===== src/rtl/imem_fetch_arbiter_pkg.sv =====
// Shared types and constants for the instruction-memory fetch arbiter.
// State/cause encodings, opcode constants and width defaults.
package imem_fetch_arbiter_pkg;

  localparam int N_DEF      = 32;
  localparam int AW_DEF     = 6;
  localparam int STARVE_DEF = 8;

  typedef enum logic [1:0] {
    ST_LOAD = 2'b00,
    ST_RUN  = 2'b01,
    ST_HALT = 2'b10
  } state_t;

  typedef enum logic [1:0] {
    CAUSE_STOP   = 2'b00,
    CAUSE_FENCE  = 2'b01,
    CAUSE_ECALL  = 2'b10,
    CAUSE_EBREAK = 2'b11
  } cause_t;

  localparam logic [6:0] OPC_MISC_MEM = 7'b0001111;
  localparam logic [6:0] OPC_SYSTEM   = 7'b1110011;

endpackage


===== src/rtl/imem_fetch_arbiter_if.sv =====
// Fetch, loader and memory-port bundle for the fetch arbiter.
// slave = arbiter view, master = clients/memory view.
interface imem_fetch_arbiter_if
  import imem_fetch_arbiter_pkg::*;
#(
  parameter int N  = N_DEF,
  parameter int AW = AW_DEF
);
  logic          fetch_req;
  logic [31:0]   fetch_pc;
  logic          fetch_flush;
  logic          fetch_gnt;
  logic          fetch_valid;
  logic [N-1:0]  fetch_inst;

  logic          ld_req;
  logic          ld_we;
  logic [AW-1:0] ld_addr;
  logic [N-1:0]  ld_wdata;
  logic          ld_gnt;
  logic [N-1:0]  ld_rdata;
  logic          ld_err;

  logic [AW-1:0] mem_addr;
  logic          mem_we;
  logic [N-1:0]  mem_wdata;
  logic [N-1:0]  mem_rdata;

  modport slave (
    input  fetch_req, fetch_pc, fetch_flush,
    input  ld_req, ld_we, ld_addr, ld_wdata,
    input  mem_rdata,
    output fetch_gnt, fetch_valid, fetch_inst,
    output ld_gnt, ld_rdata, ld_err,
    output mem_addr, mem_we, mem_wdata
  );

  modport master (
    output fetch_req, fetch_pc, fetch_flush,
    output ld_req, ld_we, ld_addr, ld_wdata,
    output mem_rdata,
    input  fetch_gnt, fetch_valid, fetch_inst,
    input  ld_gnt, ld_rdata, ld_err,
    input  mem_addr, mem_we, mem_wdata
  );

endinterface


===== src/rtl/imem_fetch_arbiter_halt_decode.sv =====
// imem_halt_decode: combinational instruction -> {halt, cause}.
// Fence family halts on opcode; ecall/ebreak need funct3 = 0.
module imem_halt_decode
  import imem_fetch_arbiter_pkg::*;
(
  input  logic [31:0] i_inst,
  output logic        o_halt,
  output cause_t      o_cause
);

  logic [6:0]  w_opc;
  logic [2:0]  w_f3;
  logic [11:0] w_imm;
  logic        w_sys;
  logic        w_unused;

  assign w_opc    = i_inst[6:0];
  assign w_f3     = i_inst[14:12];
  assign w_imm    = i_inst[31:20];
  assign w_sys    = (w_opc == OPC_SYSTEM) && (w_f3 == 3'd0);
  assign w_unused = ^{i_inst[19:15], i_inst[11:7]};

  always_comb begin
    o_halt  = 1'b0;
    o_cause = CAUSE_STOP;
    unique case (1'b1)
      (w_opc == OPC_MISC_MEM): begin
        o_halt  = 1'b1;
        o_cause = CAUSE_FENCE;
      end
      (w_sys && w_imm == 12'd0): begin
        o_halt  = 1'b1;
        o_cause = CAUSE_ECALL;
      end
      (w_sys && w_imm == 12'd1): begin
        o_halt  = 1'b1;
        o_cause = CAUSE_EBREAK;
      end
      default: ;
    endcase
  end

endmodule


===== src/rtl/imem_fetch_arbiter.sv =====
// Single-port IMEM arbiter: loader/fetch sharing, LOAD/RUN/HALT FSM.
// IMEM_HALT_DETECT_EN enables opcode-based halt on fetched words.
module imem_fetch_arbiter
  import imem_fetch_arbiter_pkg::*;
#(
  parameter int N          = N_DEF,
  parameter int AW         = AW_DEF,
  parameter int STARVE_MAX = STARVE_DEF
)(
  input  logic                 clk,
  input  logic                 rst,
  input  logic                 start,
  input  logic                 stop,
  imem_fetch_arbiter_if.slave  bus,
  output logic [1:0]           state,
  output logic [1:0]           halt_cause
);

  localparam int CW = $clog2(STARVE_MAX + 1);

  state_t        r_state;
  cause_t        r_cause;
  logic [CW-1:0] r_cnt;
  logic [AW-1:0] r_addr;
  logic          r_valid;
  logic          r_ld_err;
  logic [N-1:0]  r_inst;
  logic [N-1:0]  r_rdata;

  logic          w_run;
  logic          w_ld_rd;
  logic          w_starve;
  logic          w_fgnt;
  logic          w_lgnt;
  logic          w_take;
  logic          w_halt;
  cause_t        w_cause;
  logic [AW-1:0] w_pc_word;
  logic [AW-1:0] w_addr;

`ifdef IMEM_HALT_DETECT_EN
  imem_halt_decode u_dec (
    .i_inst  (bus.mem_rdata),
    .o_halt  (w_halt),
    .o_cause (w_cause)
  );
`else
  assign w_halt  = 1'b0;
  assign w_cause = CAUSE_STOP;
`endif

  assign w_run     = (r_state == ST_RUN);
  assign w_ld_rd   = bus.ld_req & ~bus.ld_we;
  assign w_starve  = w_run & w_ld_rd
                   & (r_cnt == CW'(STARVE_MAX));
  assign w_fgnt    = w_run & bus.fetch_req & ~w_starve;
  assign w_lgnt    = bus.ld_req
                   & (~w_run
                   | (w_ld_rd & (~bus.fetch_req | w_starve)));
  assign w_take    = w_fgnt & ~bus.fetch_flush;
  assign w_pc_word = bus.fetch_pc[AW+1:2];

  // Idle cycles keep the previous address on the memory port.
  assign w_addr = w_fgnt ? w_pc_word
                : w_lgnt ? bus.ld_addr
                : r_addr;

  assign bus.fetch_gnt   = w_fgnt;
  assign bus.ld_gnt      = w_lgnt;
  assign bus.fetch_valid = r_valid;
  assign bus.fetch_inst  = r_inst;
  assign bus.ld_rdata    = r_rdata;
  assign bus.ld_err      = r_ld_err;
  assign bus.mem_addr    = w_addr;
  assign bus.mem_we      = w_lgnt & bus.ld_we;
  assign bus.mem_wdata   = w_lgnt ? bus.ld_wdata : '0;
  assign state           = r_state;
  assign halt_cause      = r_cause;

  always_ff @(posedge clk) begin
    if (!rst) begin
      r_state  <= ST_LOAD;
      r_cause  <= CAUSE_STOP;
      r_cnt    <= '0;
      r_addr   <= '0;
      r_valid  <= 1'b0;
      r_ld_err <= 1'b0;
      r_inst   <= '0;
      r_rdata  <= '0;
    end else begin
      r_addr   <= w_addr;
      r_valid  <= w_take;
      r_ld_err <= w_run & bus.ld_req & bus.ld_we;
      if (w_take)
        r_inst <= bus.mem_rdata;
      if (w_lgnt & ~bus.ld_we)
        r_rdata <= bus.mem_rdata;
      if (w_lgnt | ~bus.ld_req)
        r_cnt <= '0;
      else if (w_ld_rd)
        r_cnt <= r_cnt + CW'(1);
      case (r_state)
        ST_RUN: begin
          if (stop) begin
            r_state <= ST_HALT;
            r_cause <= CAUSE_STOP;
          end else if (w_take & w_halt) begin
            r_state <= ST_HALT;
            r_cause <= w_cause;
          end
        end
        default: begin
          if (start) begin
            r_state <= ST_RUN;
            r_cause <= CAUSE_STOP;
          end
        end
      endcase
    end
  end

endmodule


===== src/flat_wrapper.sv =====
// flat-port wrapper written by rule: the top's interface ports become plain ports
module imem_fetch_arbiter_flat import imem_fetch_arbiter_pkg::*;
#(
  parameter int N          = N_DEF,
  parameter int AW         = AW_DEF,
  parameter int STARVE_MAX = STARVE_DEF
)
  (clk, rst, start, stop, state, halt_cause, bus_fetch_req, bus_fetch_pc, bus_fetch_flush, bus_ld_req, bus_ld_we, bus_ld_addr, bus_ld_wdata, bus_mem_rdata, bus_fetch_gnt, bus_fetch_valid, bus_fetch_inst, bus_ld_gnt, bus_ld_rdata, bus_ld_err, bus_mem_addr, bus_mem_we, bus_mem_wdata);
  imem_fetch_arbiter_if #(.N(N), .AW(AW)) bus_i ();
  input  logic clk;
  input  logic rst;
  input  logic start;
  input  logic stop;
  output logic [1:0] state;
  output logic [1:0] halt_cause;
  input wire logic [$bits(bus_i.fetch_req)-1:0] bus_fetch_req;
  input wire logic [$bits(bus_i.fetch_pc)-1:0] bus_fetch_pc;
  input wire logic [$bits(bus_i.fetch_flush)-1:0] bus_fetch_flush;
  input wire logic [$bits(bus_i.ld_req)-1:0] bus_ld_req;
  input wire logic [$bits(bus_i.ld_we)-1:0] bus_ld_we;
  input wire logic [$bits(bus_i.ld_addr)-1:0] bus_ld_addr;
  input wire logic [$bits(bus_i.ld_wdata)-1:0] bus_ld_wdata;
  input wire logic [$bits(bus_i.mem_rdata)-1:0] bus_mem_rdata;
  output wire logic [$bits(bus_i.fetch_gnt)-1:0] bus_fetch_gnt;
  output wire logic [$bits(bus_i.fetch_valid)-1:0] bus_fetch_valid;
  output wire logic [$bits(bus_i.fetch_inst)-1:0] bus_fetch_inst;
  output wire logic [$bits(bus_i.ld_gnt)-1:0] bus_ld_gnt;
  output wire logic [$bits(bus_i.ld_rdata)-1:0] bus_ld_rdata;
  output wire logic [$bits(bus_i.ld_err)-1:0] bus_ld_err;
  output wire logic [$bits(bus_i.mem_addr)-1:0] bus_mem_addr;
  output wire logic [$bits(bus_i.mem_we)-1:0] bus_mem_we;
  output wire logic [$bits(bus_i.mem_wdata)-1:0] bus_mem_wdata;
  assign bus_i.fetch_req = bus_fetch_req;
  assign bus_i.fetch_pc = bus_fetch_pc;
  assign bus_i.fetch_flush = bus_fetch_flush;
  assign bus_i.ld_req = bus_ld_req;
  assign bus_i.ld_we = bus_ld_we;
  assign bus_i.ld_addr = bus_ld_addr;
  assign bus_i.ld_wdata = bus_ld_wdata;
  assign bus_i.mem_rdata = bus_mem_rdata;
  assign bus_fetch_gnt = bus_i.fetch_gnt;
  assign bus_fetch_valid = bus_i.fetch_valid;
  assign bus_fetch_inst = bus_i.fetch_inst;
  assign bus_ld_gnt = bus_i.ld_gnt;
  assign bus_ld_rdata = bus_i.ld_rdata;
  assign bus_ld_err = bus_i.ld_err;
  assign bus_mem_addr = bus_i.mem_addr;
  assign bus_mem_we = bus_i.mem_we;
  assign bus_mem_wdata = bus_i.mem_wdata;
  imem_fetch_arbiter #(.N(N), .AW(AW), .STARVE_MAX(STARVE_MAX)) u_core (.clk(clk), .rst(rst), .start(start), .stop(stop), .bus(bus_i), .state(state), .halt_cause(halt_cause));
endmodule

===== config.mk =====
export PLATFORM = sky130hd
export DESIGN_NAME = imem_fetch_arbiter_flat
export DESIGN_NICKNAME = d
export VERILOG_FILES = /design/src/rtl/imem_fetch_arbiter_pkg.sv /design/src/rtl/imem_fetch_arbiter_if.sv /design/src/rtl/imem_fetch_arbiter_halt_decode.sv /design/src/rtl/imem_fetch_arbiter.sv /design/src/flat_wrapper.sv
export SDC_FILE = /design/constraint.sdc
export NUM_CORES = 1
export LEC_CHECK = 0
export ABC_AREA = 0
export BUFFER_PORTS_ARGS = -buffer_cell sky130_fd_sc_hd__buf_2
export CORE_MARGIN = 5
export CORE_UTILIZATION = 37
export CTS_CLUSTER_SIZE = 20
export DETAILED_ROUTE_END_ITERATION = 7
export GPL_TIMING_DRIVEN = 0
export PLACE_DENSITY = 0.79
export SYNTH_ARGS = -nofsm -noshare
export SYNTH_HDL_FRONTEND = slang
export SYNTH_SLANG_ARGS = --single-unit

===== constraint.sdc =====
create_clock -name clk -period 1.6 [get_ports clk]
set_input_delay 0.08 -clock clk [delete_from_list [all_inputs] [get_ports clk]]
set_output_delay 0.08 -clock clk [all_outputs]
set_load 0.02 [all_outputs]

==> results.json <==
{
  "status": "finished, violations left",
  "violations": "negative setup slack",
  "area_growth_syn_to_layout_pct": 89.49,
  "drive_gt1_share_pct": 56.85,
  "n_antenna_cell": 0,
  "drc": 0,
  "dieWidth_um": 103.4,
  "period_minus_slack_ps": 2256,
  "cp.required_ps": 1520,
  "clkTransAtPathRegs_ps": 100,
  "dp_hpwl_mm": 8.726,
  "final.period_utilization_pct": 141.0,
  "grt_setup_unrepaired": "true",
  "p_sw_uw": 1501,
  "seq_power_share_pct": 43.7,
  "grt_start_max_net_pins": 16,
  "crit_path_max_fanout": 6,
  "multi_input_area_um2": 1942,
  "post_synth.cell_area_avg_um2": 8.253,
  "groute.usage.overall_pct": 24.53,
  "rrSetupSlack_ps": -360,
  "boundaryPins": 221,
  "fin_nets": 779,
  "r2r_cells": 10,
  "grt_overflow": 0,
  "grt_pass1_vias": 3862,
  "mappedNetlistArea_um2": 3227,
  "swShare_pct": 31.75,
  "instances_no_fill": 780,
  "drt-total-wl_mm": 14.93,
  "placementRows": 34,
  "cp-start-kind": "register",
  "setup_viol": 112,
  "ys_seq_area_share_pct": 48.39,
  "die_h_um": 103.4,
  "synth_top_area_cell": "dfxtp_1",
  "hold_path_class": "in -> reg",
  "dp.cells": 691,
  "worst-setup-path-type": "reg -> out",
  "end_kind": "output port",
  "hold_violations": 0,
  "leakage_uw": 0.002962,
  "clock_latency_ps": 360,
  "max_cap_violations": 0,
  "ys_seq_elements": 78,
  "p_per_area_nw_per_um2": 773.3,
  "io_buffers": 191,
  "fillers": 617,
  "slew_headroom_pct": 54.89,
  "async_reset_ff_share_pct": 0,
  "tritoncts": "built",
  "grt_pass1_wl_mm": 20.02,
  "start_util_pct": 37.55,
  "p_int_uw": 3227,
  "tightest_slew_ps": 676.6,
  "clock-skew-final_ps": 13.44,
  "clock-sinks": 78,
  "vias_per_cell": 5.126,
  "irDropWorstVdd_v": 0.0005397,
  "root_buffer": "clkbuf_8",
  "drt_iter0_drc": 125,
  "setup_tns_ps": -41270,
  "synthCells": 391,
  "whs_path_depth": 3,
  "clk_path_buf_depth": 2,
  "drtAntennaViolNets": 0,
  "regArea_um2": 1569,
  "ys_warn_count": 0,
  "slew_viol_final": 0,
  "arrival_ps": 2180,
  "synth_area_leaders": "dfxtp_1 (48%), nand2_1 (11%), nand3_1 (9.9%), and2_1 (6.6%), a21boi_0 (6.3%)",
  "synth_top_flop_cell": "dfxtp_1",
  "vias": 3998,
  "antenna_found_initial": 0,
  "synth-edff-count": 0,
  "dieArea_um2": 10690,
  "htree_levels": 3,
  "yosys.cell_types.count": 32,
  "clkPwrFrac_pct": 29.4,
  "setup_slack_ps": -656.3,
  "synth.top_cell.area_share_pct": 48.39,
  "cts_buffers": 9,
  "core-area_um2": 8593,
  "max_freq_mhz": 443.2,
  "place.gp.congestion": 0.7593,
  "drtPass1Iterations": 4,
  "wl_per_cell_um": 19.14,
  "p_comb_share_pct": 26.9
}
## worst max-delay path: stages (launching register included)
cell and delay (ps):
dfxtp_2 350, inv_2 50, ha_4 150, and3b_4 180
o211a_4 240, buf_6 140, a222oi_1 430, inv_1 130
buf_6 160
## timing repair
action | 4_1_cts | 5_1_grt
pin swaps | 6 | 82
endpoints found under the setup margin | 107 | 107
cloned | 4 | 6
endpoints found under the hold margin | 64 | 0
setup buffers | 15 | 16
hold buffers | 34 | 0
gates resized for setup | 126 | 162
## Yosys cell counts (2+ instances only)
master and instances:
nand2_1 97, dfxtp_1 78, nand3_1 64, and2_1 34
a21boi_0 27, clkbuf_1 15, buf_2 10, nor2b_1 10
inv_1 8, a21oi_1 6, a222oi_1 6, a21boi_1 5
nor2_1 5, buf_1 3, nand3b_1 3, buf_4 2
ha_1 2, xor2_1 2
## flip-flops by register name, indices dropped and copies added (netlist names)
register                count
u_core.r_cnt                4
u_core.bus.fetch_valid      1
u_core.state                2
u_core.r_addr               6
u_core.bus.ld_err           1
u_core.bus.fetch_inst      32
u_core.bus.ld_rdata        32
## worst paths after layout
kind,from,endpoint
worst max-delay path,u_core.r_cnt[1]$_SDFFE_PP0P_,bus_mem_addr[2]
worst min-delay path,bus_fetch_pc[2],u_core.r_addr[0]$_SDFF_PN0_
worst max register to register,u_core.r_cnt[1]$_SDFFE_PP0P_,u_core.bus.fetch_inst[30]$_SDFFE_PN0P_
worst min register to register,u_core.bus.ld_rdata[13]$_SDFFE_PN0P_,u_core.bus.ld_rdata[13]$_SDFFE_PN0P_
## per-layer routing
| layer | routed length, um | vias up | GRT usage (%) | share of wire, % |
|---|---|---|---|---|
| met5 | 0 | - | 0 | 0 |
| met4 | 474 | 0 | 7.570 | 3.2 |
| met3 | 1450 | 42 | 9.121 | 9.7 |
| met2 | 7704 | 207 | 43.92 | 52 |
| met1 | 5298 | 1903 | 26.82 | 35 |
| li1 | - | 1846 | - | - |
## final cells by class
type                    instances  area share, %
repair buffers                265          32.60
multi-input cells             275          31.76
flip-flops and latches         78          25.66
plain buffers                  30          4.359
well taps                     108          2.210
clock buffers                   9          2.026
clock inverters                 7         0.9003
inverters                       8         0.4911
## power groups by stage
| stage | Clock, uW | Sequential (uW) | Combinational (uW) |
|---|---|---|---|
| 6_report | 1390 | 2060 | 1270 |
| 5_1_grt | 1500 | 2070 | 1350 |
| 4_1_cts | 1420 | 2050 | 1040 |
| 3_3_place_gp | 0 | 2090 | 771 |
| 3_5_place_dp | 0 | 2100 | 784 |
| 2_1_floorplan | 0 | 2170 | 366 |
## layout by cell type, fill, tap and decap left out, types with 2 or more instances in the layout
cell / netlist / routed
buf_2: 10 / 157
nand2_1: 97 / 76
dfxtp_1: 78 / 74
buf_6: 1 / 49
nand3_2: 0 / 39
dlygate4sd3_1: 0 / 34
and2_4: 0 / 33
nand3_1: 64 / 25
a21boi_1: 5 / 22
buf_4: 2 / 21
nand2_2: 0 / 17
buf_8: 0 / 14
nor2b_1: 10 / 10
clkbuf_8: 0 / 10
a21boi_2: 1 / 10
clkbuf_1: 15 / 9
a222oi_1: 6 / 6
inv_1: 8 / 6
a21oi_1: 6 / 5
nor2_1: 5 / 5
nand2_4: 0 / 4
buf_12: 0 / 4
nand3b_1: 3 / 3
buf_1: 3 / 3
clkbuf_16: 0 / 3
inv_6: 0 / 3
dfxtp_2: 0 / 3
inv_2: 0 / 2
xor2_1: 2 / 2
conb_1: 1 / 2
clkinv_2: 0 / 2
## per-stage QoR
stage | hold WS (ps) | util, % | power [uW] | area, um^2 | worst slack, ps
2_1_floorplan | 162.6 | - | 2538 | 3253 | -78.18
3_3_place_gp | 266.7 | 50.55 | 2866 | 4344 | -224.7
3_5_place_dp | 274.0 | 50.55 | 2883 | 4344 | -258.2
4_1_cts | 14.02 | 63.05 | 4512 | 5418 | -586.7
5_1_grt | 42.46 | 71.16 | 4919 | 6115 | -731.7
6_report | 33.32 | 71.16 | 4729 | 6115 | -656.3
## kinds of logic after synthesis
family          after synthesis  synth area share, %
other cells                   1               0.1162
xor+xnor                      3               0.8144
flops                        78                48.39
fa+ha+maj                     2               0.7754
simple gates                218                32.42
compound gates               50                12.10
buf+inv                      39                5.389
No activity file was read; power rests on OpenSTA's default activity.
